### src/rtl/point_referee_if.sv
// Bus between the point referee, the ball-motion logic and the score counter.
interface point_referee_if #(
    parameter int unsigned X_W = 10
);
    logic           frame_tick;
    logic           start;
    logic [X_W-1:0] ball_x;
    logic [3:0]     score_1;
    logic [3:0]     score_2;
    logic           p1_point;
    logic           p2_point;
    logic           ball_reset;
    logic           serve_dir;
    logic           game_over;
    logic           winner;

    // Environment side: drives frame timing, ball position and scores.
    modport master (
        output frame_tick, start, ball_x, score_1, score_2,
        input  p1_point, p2_point, ball_reset, serve_dir, game_over, winner
    );

    // Referee side.
    modport slave (
        input  frame_tick, start, ball_x, score_1, score_2,
        output p1_point, p2_point, ball_reset, serve_dir, game_over, winner
    );
endinterface

### src/rtl/point_referee.sv
// Point detection and serve sequencing for the Pong datapath.
// Watches ball_x once per frame, pulses the scoring player's point line,
// holds the ball for a serve delay and ends the game at the win threshold.
module point_referee #(
    parameter int unsigned X_W         = 10,
    parameter int unsigned LEFT_LIMIT  = 0,
    parameter int unsigned RIGHT_LIMIT = 632,
    parameter int unsigned SERVE_DELAY = 60,
    parameter int unsigned WIN_SCORE   = 9
) (
    input  logic             clk,
    input  logic             rst,
    point_referee_if.slave   bus
);

    localparam int unsigned CNT_W   = 8;
    localparam int unsigned SCORE_W = 4;

    localparam logic [X_W-1:0]     LP_LEFT  = X_W'(LEFT_LIMIT);
    localparam logic [X_W-1:0]     LP_RIGHT = X_W'(RIGHT_LIMIT);
    localparam logic [CNT_W-1:0]   LP_DELAY = CNT_W'(SERVE_DELAY);
    localparam logic [SCORE_W-1:0] LP_WIN   = SCORE_W'(WIN_SCORE);

    typedef enum logic [2:0] {
        ST_WAIT_START = 3'd0,
        ST_PLAY       = 3'd1,
        ST_SCORED     = 3'd2,
        ST_SERVE      = 3'd3,
        ST_OVER       = 3'd4
    } state_e;

    state_e             r_state;
    state_e             w_state_nxt;
    logic [CNT_W-1:0]   r_cnt;
    logic [CNT_W-1:0]   w_cnt_nxt;

    logic               r_p1_point;
    logic               r_p2_point;
    logic               r_ball_reset;
    logic               r_serve_dir;
    logic               r_game_over;
    logic               r_winner;

    logic               w_p1_point_nxt;
    logic               w_p2_point_nxt;
    logic               w_ball_reset_nxt;
    logic               w_serve_dir_nxt;
    logic               w_game_over_nxt;
    logic               w_winner_nxt;

    logic               w_left_out;
    logic               w_right_out;
    logic               w_p1_wins;
    logic               w_p2_wins;

    // Edge and win-threshold comparisons used by the state logic.
    always_comb begin
        w_left_out  = (bus.ball_x <= LP_LEFT);
        w_right_out = (bus.ball_x >= LP_RIGHT);
        w_p1_wins   = (bus.score_1 >= LP_WIN);
        w_p2_wins   = (bus.score_2 >= LP_WIN);
    end

    // State register, serve counter and registered outputs.
    always_ff @(posedge clk) begin
        if (rst) begin
            r_state      <= ST_WAIT_START;
            r_cnt        <= '0;
            r_p1_point   <= 1'b0;
            r_p2_point   <= 1'b0;
            r_ball_reset <= 1'b1;
            r_serve_dir  <= 1'b0;
            r_game_over  <= 1'b0;
            r_winner     <= 1'b0;
        end else begin
            r_state      <= w_state_nxt;
            r_cnt        <= w_cnt_nxt;
            r_p1_point   <= w_p1_point_nxt;
            r_p2_point   <= w_p2_point_nxt;
            r_ball_reset <= w_ball_reset_nxt;
            r_serve_dir  <= w_serve_dir_nxt;
            r_game_over  <= w_game_over_nxt;
            r_winner     <= w_winner_nxt;
        end
    end

    // Next state, serve counter and next output values.
    always_comb begin
        w_state_nxt     = r_state;
        w_cnt_nxt       = r_cnt;
        w_p1_point_nxt  = 1'b0;
        w_p2_point_nxt  = 1'b0;
        w_serve_dir_nxt = r_serve_dir;
        w_winner_nxt    = r_winner;

        unique case (r_state)
            ST_WAIT_START: begin
                if (bus.start) begin
                    w_state_nxt = ST_PLAY;
                end
            end

            ST_PLAY: begin
                // Left edge wins a tie so the two pulses can never coincide.
                if (bus.frame_tick) begin
                    if (w_left_out) begin
                        w_state_nxt     = ST_SCORED;
                        w_p2_point_nxt  = 1'b1;
                        w_serve_dir_nxt = 1'b0;
                    end else if (w_right_out) begin
                        w_state_nxt     = ST_SCORED;
                        w_p1_point_nxt  = 1'b1;
                        w_serve_dir_nxt = 1'b1;
                    end
                end
            end

            ST_SCORED: begin
                // Frame ticks here are deliberately dropped.
                w_state_nxt = ST_SERVE;
                w_cnt_nxt   = LP_DELAY;
            end

            ST_SERVE: begin
                // Scores have settled by the last serve frame, so decide here.
                if (bus.frame_tick) begin
                    w_cnt_nxt = CNT_W'(r_cnt - CNT_W'(1));
                    if (r_cnt == CNT_W'(1)) begin
                        if (w_p1_wins) begin
                            w_state_nxt  = ST_OVER;
                            w_winner_nxt = 1'b0;
                        end else if (w_p2_wins) begin
                            w_state_nxt  = ST_OVER;
                            w_winner_nxt = 1'b1;
                        end else begin
                            w_state_nxt  = ST_PLAY;
                        end
                    end
                end
            end

            ST_OVER: begin
                w_state_nxt = ST_OVER;
            end

            default: begin
                w_state_nxt = ST_WAIT_START;
                w_cnt_nxt   = '0;
            end
        endcase

        w_ball_reset_nxt = (w_state_nxt != ST_PLAY);
        w_game_over_nxt  = (w_state_nxt == ST_OVER);
    end

    assign bus.p1_point   = r_p1_point;
    assign bus.p2_point   = r_p2_point;
    assign bus.ball_reset = r_ball_reset;
    assign bus.serve_dir  = r_serve_dir;
    assign bus.game_over  = r_game_over;
    assign bus.winner     = r_winner;

endmodule

### src/flat_wrapper.sv
// flat-port wrapper written by rule: the top's interface ports become plain ports
module point_referee_flat 
#(
    parameter int unsigned X_W         = 10,
    parameter int unsigned LEFT_LIMIT  = 0,
    parameter int unsigned RIGHT_LIMIT = 632,
    parameter int unsigned SERVE_DELAY = 60,
    parameter int unsigned WIN_SCORE   = 9
)
  (clk, rst, bus_frame_tick, bus_start, bus_ball_x, bus_score_1, bus_score_2, bus_p1_point, bus_p2_point, bus_ball_reset, bus_serve_dir, bus_game_over, bus_winner);
  point_referee_if #(.X_W(X_W)) bus_i ();
  input  logic clk;
  input  logic rst;
  input wire logic [$bits(bus_i.frame_tick)-1:0] bus_frame_tick;
  input wire logic [$bits(bus_i.start)-1:0] bus_start;
  input wire logic [$bits(bus_i.ball_x)-1:0] bus_ball_x;
  input wire logic [$bits(bus_i.score_1)-1:0] bus_score_1;
  input wire logic [$bits(bus_i.score_2)-1:0] bus_score_2;
  output wire logic [$bits(bus_i.p1_point)-1:0] bus_p1_point;
  output wire logic [$bits(bus_i.p2_point)-1:0] bus_p2_point;
  output wire logic [$bits(bus_i.ball_reset)-1:0] bus_ball_reset;
  output wire logic [$bits(bus_i.serve_dir)-1:0] bus_serve_dir;
  output wire logic [$bits(bus_i.game_over)-1:0] bus_game_over;
  output wire logic [$bits(bus_i.winner)-1:0] bus_winner;
  assign bus_i.frame_tick = bus_frame_tick;
  assign bus_i.start = bus_start;
  assign bus_i.ball_x = bus_ball_x;
  assign bus_i.score_1 = bus_score_1;
  assign bus_i.score_2 = bus_score_2;
  assign bus_p1_point = bus_i.p1_point;
  assign bus_p2_point = bus_i.p2_point;
  assign bus_ball_reset = bus_i.ball_reset;
  assign bus_serve_dir = bus_i.serve_dir;
  assign bus_game_over = bus_i.game_over;
  assign bus_winner = bus_i.winner;
  point_referee #(.X_W(X_W), .LEFT_LIMIT(LEFT_LIMIT), .RIGHT_LIMIT(RIGHT_LIMIT), .SERVE_DELAY(SERVE_DELAY), .WIN_SCORE(WIN_SCORE)) u_core (.clk(clk), .rst(rst), .bus(bus_i));
endmodule
### config.mk
export PLATFORM = sky130hd
export DESIGN_NAME = point_referee_flat
export DESIGN_NICKNAME = d
export VERILOG_FILES = /design/src/rtl/point_referee_if.sv /design/src/rtl/point_referee.sv /design/src/flat_wrapper.sv
export SDC_FILE = /design/constraint.sdc
export NUM_CORES = 1
export LEC_CHECK = 0
export ABC_AREA = 1
export BUFFER_PORTS_ARGS = -buffer_cell sky130_fd_sc_hd__buf_2
export CAP_MARGIN = 20
export CORE_ASPECT_RATIO = 0.75
export CORE_MARGIN = 3
export CORE_UTILIZATION = 30
export CTS_BUF_LIST = sky130_fd_sc_hd__clkbuf_4
export CTS_CLUSTER_SIZE = 28
export DETAILED_ROUTE_END_ITERATION = 10
export PLACE_DENSITY = 0.62
export SLEW_MARGIN = 20
export SYNTH_ARGS = -nofsm -noshare
export SYNTH_HDL_FRONTEND = slang
export SYNTH_SLANG_ARGS = --single-unit
### constraint.sdc
create_clock -name clk -period 1.1 [get_ports clk]
set_clock_uncertainty 0.05 [all_clocks]
set_input_delay 0.165 -clock clk [delete_from_list [all_inputs] [get_ports clk]]
set_output_delay 0.165 -clock clk [all_outputs]
set_load 0.005 [all_outputs]
== Word-level counts from Yosys, hierarchy flattened ==
Index checks and enable logic that the tools add are counted.

* Word-level logic and storage cells: 50
* Output and inout port bits: 6
* Bits in latches: 0
* Memories kept: 0
* Input port bits: 22
* Register bits: 17
* Memory bits (read-only): 0
* Bits in writable memories: 0

* Shift operators: 0
* Div/mod/pow operators: 0
* Muxes and demuxes: 17
* Bitwise operators: 3
* Multipliers: 0
* $add $sub $neg: 1
* $lt $le $gt $ge: 4
* Equal/unequal tests: 8
* Reduce and logical (&&, ||, !) cells: 9

{| class="wikitable"
|+ Operators by type and width
! kind !! count
|-
| 3-bit 2-to-1 mux || 8
|-
| 8-bit case mux with 3 select lines || 1
|-
| 3-bit case mux with 5 select lines || 1
|-
| 10-bit greater-or-equal comparator (second input constant) || 1
|-
| 10-bit by 1-bit less-or-equal comparator with 1-bit output (second input constant) || 1
|-
| 8-bit by 1-bit == test with 1-bit output (second input constant) || 1
|-
| 4-bit greater-or-equal comparator (second input constant) || 2
|-
| 8-bit 2-to-1 mux || 1
|-
| 8-bit by 1-bit subtractor with 8-bit output (second input constant) || 1
|-
| 3-bit by 2-bit == test with 1-bit output (second input constant) || 2
|-
| 3-bit == test (second input constant) || 2
|-
| 1-bit 2-to-1 mux || 6
|-
| 3-bit OR reduction || 2
|-
| 4-bit AND reduction || 1
|-
| 2-bit nonzero test || 2
|-
| 4-bit OR reduction || 1
|-
| 3-bit by 1-bit == test with 1-bit output (second input constant) || 1
|-
| 3-bit logical NOT || 1
|-
| 3-bit by 1-bit inequality test with 1-bit output (second input constant) || 1
|-
| 1-bit inverter || 3
|-
| 3-bit AND reduction || 1
|-
| 2-bit inequality test (second input constant) || 1
|-
| 2-bit AND reduction || 1
|}

== Longest topological paths before layout ==
Gate-level depths: netlist (run 1).

* Depth in word-level cells: 7
* Depth in mapped cells: 10
* Gate-level depth less buffers: 9

== Worst setup path after synthesis (run 1) ==
Ideal clock, no wire load.

* Path kind: register -> register
* From: register u_core.r_state[0]
* To: register u_core.r_cnt[7]
* Required time: 0.937 ns
* Stages on the path, launching flop included: 11
* Data arrival time: 0.995 ns
* Path slack: -0.058 ns
* Path buffers: 1
* Clock period less this slack: 1.158 ns
* Library setup time: 0.113 ns
* Cell sequence: dfxtp_1 > buf_6 > inv_4 > nand2_4 > nand2_4 > nand2_8 > inv_6 > nor3_4 > nand2_1 > nand2_1 > nor2_1

* Longest elaborated chain between the ends: 4
* Elaborated cells between the ends (all ways): 10
* Classes of those cells: eq/ne: 5; mux: 1; bitwise: 1; reduce/logical: 3

{| class="wikitable"
|+ RTL lines
! item !! line !! text
|-
| from (decl) || point_referee.sv:32 || <nowiki>state_e r_state;</nowiki>
|-
| from (signal assigned) || point_referee.sv:76 || <nowiki>r_state <= w_state_nxt;</nowiki>
|-
| branches (longest 4 deep; another with 8-bit case mux with 3 select lines) || - ||
|-
| to (signal assigned) || point_referee.sv:77 || <nowiki>r_cnt <= w_cnt_nxt;</nowiki>
|-
| to (decl) || point_referee.sv:34 || <nowiki>logic [CNT_W-1:0] r_cnt;</nowiki>
|}

Parallel ways; which one is timed is not known.
A chain may end at the register's enable or synchronous reset.

== Worst setup path after layout (run 1) ==
* From: register u_core.r_cnt[1]
* To: register u_core.r_ball_reset, in the netlist u_core.bus.ball_reset

* Longest elaborated chain between the ends: 5

{| class="wikitable"
|+ RTL lines
! item !! line !! text
|-
| 8-bit by 1-bit == test with 1-bit output || point_referee.sv:128 || <nowiki>if (r_cnt == CNT_W'(1)) begin</nowiki>
|-
| 3-bit 2-to-1 mux || point_referee.sv:128 ||
|-
| 3-bit 2-to-1 mux || point_referee.sv:126 || <nowiki>if (bus.frame_tick) begin</nowiki>
|-
| 3-bit case mux with 5 select lines || point_referee.sv:96 || <nowiki>unique case (r_state)</nowiki>
|-
| 3-bit by 1-bit inequality test with 1-bit output || point_referee.sv:152 || <nowiki>w_ball_reset_nxt = (w_state_nxt != ST_PLAY);</nowiki>
|-
| to (signal assigned) || point_referee.sv:80 || <nowiki>r_ball_reset <= w_ball_reset_nxt;</nowiki>
|-
| to (decl) || point_referee.sv:39 || <nowiki>logic r_ball_reset;</nowiki>
|}

No other way between the ends.

==> metrics.txt, run 1 <==
status finished with violations; failing checks setup timing; share of total power in combinational logic 0.319; diode count 0; root buffer cell clkbuf_4; portion of total power attributed to sequential cells 0.442; initial antenna violation count 0; Tcrit/Tclk final 1.17; Synth cell types 25; drt pass-1 iters 4; final hold violations 0; Layout Utilization 0.465; Tightest Hold Check Type primary input to register; Final nets 217; Max Fclk 0.779 GHz; Avg Inst Size Synth 6.77 um^2; Via density 4.65; Int Pwr 0.00106 W; element type at the critical path end register; critical path peak fanout 3; TritonCTS clock tree done; Clock Power Share 0.239; Power Density 1130 mW/mm^2; gpl congestion 0.835; # port buffers 27; total grt overflow 0; Post-Syn Area 961 um^2; initial DRC count 58; Worst Setup Slack, final -0.184 ns; Routed Antenna Nets 0; Critical Path RT 1.24 ns; Gate Count Post-Synth 142; routed vias 1070; H-tree depth 1; num rows 17; pre-CTS WS -0.187 ns; Most common cell on crit path nand2_1; slew of the pin with the lowest slew margin 0.263 ns; die height 55.0 um; Post-synth EDFFs 0; Synth top area share 0.354; RSZ-0062 raised after global routing yes; Initial Util 0.320; Routed wire per std cell 10.9 um; clk buf depth 2; asr flop ratio synth 0; Most used DFF post-synth dfxtp_1; Synth area leader dfxtp_1; Reg area 357 um^2; synth cell count leaders nand2_1, nor2_1, dfxtp_1; Max-Cap Viols 0; die area 0.00393 mm^2; Startpoint Class register; Hold Slack 0.113 ns; synth warn 0; maximum VDD drop 0.513 mV; total CTS buffers 3; GRT Total Usage 0.132; first-pass GRT wire length 3950 um; slowest cell delay on critical path 0.35 ns; crit path kind register to register; slowest CP cell dfxtp_2; Final Max Tran Viols 0; Worst EP arrival 1.42 ns; P_leak 0.661 nW; Die Span X 71.4 um; # hold bufs at CTS 0; Switch Pwr 0.000514 W; worst-path cell chain inv_2 > ha_4 > nand3_4 > nor2_4 > nand2_1 > nand2_1 > and2_4 > nand3_2; Clock Latency Late Sink 0.30 ns; post-detail-place hpwl 1910 um; post-layout min period 1.28 ns; boundary pin count 28; area of the multi-input gates 602 um^2; area delta synth->final 45.2%; drc violations 0; CTS sink cnt 17; Reg clk slew, reported paths 0.10 ns; fraction of layout cells with a size suffix above 1 0.438; largest net degree at the start of global routing 10; drt total wl 2500 um; Area contributors post-synth dfxtp_1, nand2_1, nor2_1; vias in the first global route 999; syn nets 166; # setup viols final 13; FF+latch count, synth 17; slew margin rel. 0.825; sequential area share after synthesis 0.354; Core Area 0.00300 mm^2; filler cell count 305; Sw Ratio 0.327; most common cell in the netlist nand2_1
==> cells by family (layout without fill, tap and decap cells) <==
kind of cell | Yosys count | count (layout) | synth area share
adders and majority gates | 2 | 2 | 0.0260
DFF | 17 | 17 | 0.354
xor gates and xnor gates | 2 | 2 | 0.0182
buffers and inverters | 17 | 67 | 0.0820
and+or+nand+nor | 83 | 83 | 0.406
AOI/OAI and AO/OA | 21 | 21 | 0.113
==> state kept, by name, summed over array words and instances, names as in the netlist <==
signal                 flops
u_core.bus.ball_reset      1
u_core.r_cnt               8
u_core.r_state             3
u_core.bus.game_over       1
u_core.bus.serve_dir       1
u_core.bus.p1_point        1
u_core.bus.p2_point        1
u_core.bus.winner          1
==> power groups by stage <==
stage	clock, W	combinational, W	sequential (W)
after detailed placement	0	0.000446	0.000709
after floorplan	0	0.000287	0.000702
after CTS	0.000388	0.000485	0.000695
after global placement	0	0.000434	0.000708
final	0.000375	0.000502	0.000695
after global routing	0.000418	0.000557	0.000700
==> repair_timing <==
action                                  4_1_cts  5_1_grt
endpoints found under the setup margin       16       15
resized for setup                            16        7
setup buffers                                 2        1
pin swaps                                     8        4
==> layout make-up <==
class / instances / share of cell area
well taps: 38 / 0.0341
inverters: 16 / 0.0502
clock buffers: 4 / 0.0215
repair buffers: 47 / 0.207
multi-input cells: 108 / 0.431
flip-flops and latches: 17 / 0.256
==> worst paths after layout <==
check,cells after the start,slack (ns),start,endpoint
max,8,-0.18,u_core.r_cnt[1],u_core.bus.ball_reset
min,3,0.11,rst,u_core.r_cnt[3]
max reg2reg,8,-0.18,u_core.r_cnt[1],u_core.bus.ball_reset
min reg2reg,2,0.44,u_core.bus.serve_dir,u_core.bus.serve_dir
==> per-stage QoR <==
step	setup TNS, ns	cells	cell area [um^2]	power [W]
4_1_cts	-0.955	229	1380	0.00157
5_1_grt	-2.22	230	1400	0.00168
3_5_place_dp	-1.47	223	1290	0.00116
6_report	-1.02	230	1400	0.00157
2_1_floorplan	-0.107	142	988	0.000989
3_3_place_gp	-1.17	223	1290	0.00114
==> metal layers <==
metal	part of all wire	GRT usage	vias up
li1	-	-	547
met1	0.44	0.155	475
met2	0.48	0.227	44
met3	0.062	0.0199	4
met4	0.014	0.0938	0
met5	0	0	-
==> worst max-delay path, delay by kind of cell, from the launching register on <==
kind	cells	cell delay [ns]
simple gates	6	0.56
buf+inv	1	0.08
fa+ha+maj	1	0.14
flops	1	0.35
==> layout by cell type, fill, tap and decap left out <==
master	instances
dfxtp_1	10
nand3_2	1
buf_6	1
o21ai_0	5
buf_4	19
and2_4	1
o21ai_1	5
dfxtp_2	4
nand2_4	2
nand3_4	1
o21ai_2	1
buf_2	27
a21oi_1	8
nor3_1	1
inv_6	1
and2_0	1
nor2_4	3
nand2_1	37
dfxtp_4	3
inv_4	2
nor2_2	2
a21oi_2	2
nand4_1	2
clkbuf_4	4
nand2_8	1
xor2_1	2
ha_4	1
nor3_4	1
nand3_1	5
nand2_2	2
ha_2	1
nor2_1	23
inv_2	4
inv_1	9
(Power assumes the default switching activity.)
==> run 2, diff against run 1 <==
Settings changed: CELL_PAD_IN_SITES_DETAIL_PLACEMENT set to 0, CELL_PAD_IN_SITES_GLOBAL_PLACEMENT set to 1, PLACE_DENSITY 0.62 to 0.8.
==> run 2 against run 1 <==
Effect of this change: the run still ends with setup timing left; via count grew 1.0%; first-iteration DRC count increased by 1.7%; critical path type unchanged; largest power group unchanged; global-route usage rose by 2.2 points; clock power about the same; largest cell class unchanged; critical path depth stayed put; routed wire length is 17% higher; sequential power up 2%; setup slack gained 0.028 ns; count of clock-buffer cells in the layout is the same; maximum frequency up 2.2%; register-to-register slack better by 0.03 ns.
==> metrics.txt, run 2 (synthesized netlist as in run 1, its figures left out) <==
failing checks setup timing; slew of the pin with the lowest slew margin 0.276 ns; Via density 4.56; initial antenna violation count 0; drt pass-1 iters 4; area delta synth->final 60.4%; clk buf depth 2; Initial Util 0.320; initial DRC count 59; slew margin rel. 0.815; drc violations 0; fraction of layout cells with a size suffix above 1 0.523; gpl congestion 0.861; die height 55.0 um; commonest cells after routing, fill and taps aside nand2_1, buf_2, buf_4, nor2_1, dfxtp_1; CTS sink cnt 17; Worst Setup Slack, final -0.156 ns; element type at the critical path end register; Max-Cap Viols 0; post-detail-place hpwl 2140 um; Core Area 0.00300 mm^2; post-layout min period 1.26 ns; GRT Total Usage 0.154; Worst EP arrival 1.39 ns; crit path kind register to register; Worst R2R Start u_core.r_cnt[1]; Worst R2R Path Depth 8; Tightest Hold Check Type primary input to register; Tcrit/Tclk final 1.14; total CTS buffers 3; TritonCTS clock tree done; H-tree depth 1; num rows 17; pre-CTS WS -0.199 ns; Hold Slack 0.103 ns; most flop-heavy register u_core.r_cnt; placed cells 228; total grt overflow 0; R2R setup slack -0.16 ns; first-pass GRT wire length 4650 um; vias in the first global route 1062; P_leak 0.710 nW; commonest non-fill, non-tap cell in the layout nand2_1; RSZ-0062 raised after global routing yes; Largest regs u_core.r_cnt x8, u_core.r_state x3; filler cell count 294; critical path peak fanout 3; root buffer cell clkbuf_4; Critical Path Start u_core.r_cnt[1]; Die Span X 71.4 um; Clock Latency Late Sink 0.30 ns; # port buffers 27; # hold bufs at CTS 0; reg2reg end u_core.bus.ball_reset; Power Density 1090 mW/mm^2; Routed Antenna Nets 0; final hold violations 0; drt total wl 2920 um; max reg flops 8; largest net degree at the start of global routing 10; die area 0.00393 mm^2; Final Max Tran Viols 0; status finished with violations; routed vias 1081; maximum VDD drop 0.661 mV; Startpoint Class register; # setup viols final 13; Final nets 224; Routed wire per std cell 12.3 um; diode count 0; fin cells 237; Critical Path RT 1.23 ns; boundary pin count 28; Max Fclk 0.796 GHz; Reg clk slew, reported paths 0.11 ns; crit path capture u_core.bus.ball_reset
[run 2: cell types whose count changed in the layout (fill, tap and decap cells not counted), moves of 2 or more]
cell / delta
a21oi_1: -2
a21oi_2: +2
buf_4: +5
buf_6: +2
dfxtp_2: +2
nand2_1: -2
nand3_1: -2
nand3_4: +2
nor2_1: -5
nor2_2: +3
nor2_4: +2
o21ai_0: -2
o21ai_1: +2
[run 2: where the power goes]
group | internal (W) | switching, W
Clock | 0.000166 | 0.000211
Sequential | 0.000656 | 0.0000512
Combinational | 0.000283 | 0.000310
[run 2: final cells by class]
| cell class | instances | area (um^2) | share of cell area |
|---|---|---|---|
| clock buffers | 4 | 30.0 | 0.0195 |
| well taps | 38 | 47.5 | 0.0308 |
| multi-input cells | 108 | 684 | 0.444 |
| inverters | 16 | 75.1 | 0.0487 |
| repair buffers | 54 | 349 | 0.226 |
| flip-flops and latches | 17 | 355 | 0.231 |
[run 2: how the worst min path moves through the flow]
stage	endpoint	cells past startpoint	slack, ns	from
finish	u_core.bus.winner	4	0.10	bus_score_1[3]
global route	u_core.bus.winner	4	0.11	bus_score_1[3]
CTS	u_core.r_cnt[4]	3	0.11	rst
detailed placement	u_core.bus.serve_dir	2	0.44	u_core.bus.serve_dir
global placement	u_core.bus.serve_dir	2	0.42	u_core.bus.serve_dir
floorplan	u_core.r_cnt[1]	1	0.18	rst
[run 2: per-stage QoR]
| stage | util | total power [W] | setup TNS [ns] | instance area (um^2) |
|---|---|---|---|---|
| 2_1_floorplan | - | 0.000989 | -0.107 | 988 |
| 5_1_grt | 0.514 | 0.00178 | -2.36 | 1540 |
| 6_report | 0.514 | 0.00168 | -1.28 | 1540 |
| 3_3_place_gp | 0.442 | 0.00117 | -1.37 | 1330 |
| 4_1_cts | 0.484 | 0.00162 | -0.807 | 1450 |
| 3_5_place_dp | 0.442 | 0.00118 | -1.86 | 1330 |
[run 2: routing by layer]
| layer | vias to the layer above | wire, um | track usage |
|---|---|---|---|
| met1 | 489 | 1250 | 0.190 |
| met2 | 20 | 1490 | 0.270 |
| met4 | 0 | 29 | 0.0375 |
| met5 | - | 0 | 0 |
| met3 | 4 | 149 | 0.0451 |
| li1 | 568 | - | - |
[run 2: timing repair]
| item | in CTS | in global routing |
|---|---|---|
| buffers inserted | 1 | 4 |
| endpoints found under the setup margin | 17 | 16 |
| pin swaps | 7 | 18 |
| gates resized for setup | 31 | 17 |
[run 2: worst max-delay path: stages (launching register included)]
cell and delay, ns:
dfxtp_2 0.35, inv_2 0.08, ha_4 0.13, nand3_4 0.07
nor2_4 0.13, nand2_1 0.07, nand2_1 0.06, and2_4 0.14
nand3_2 0.05
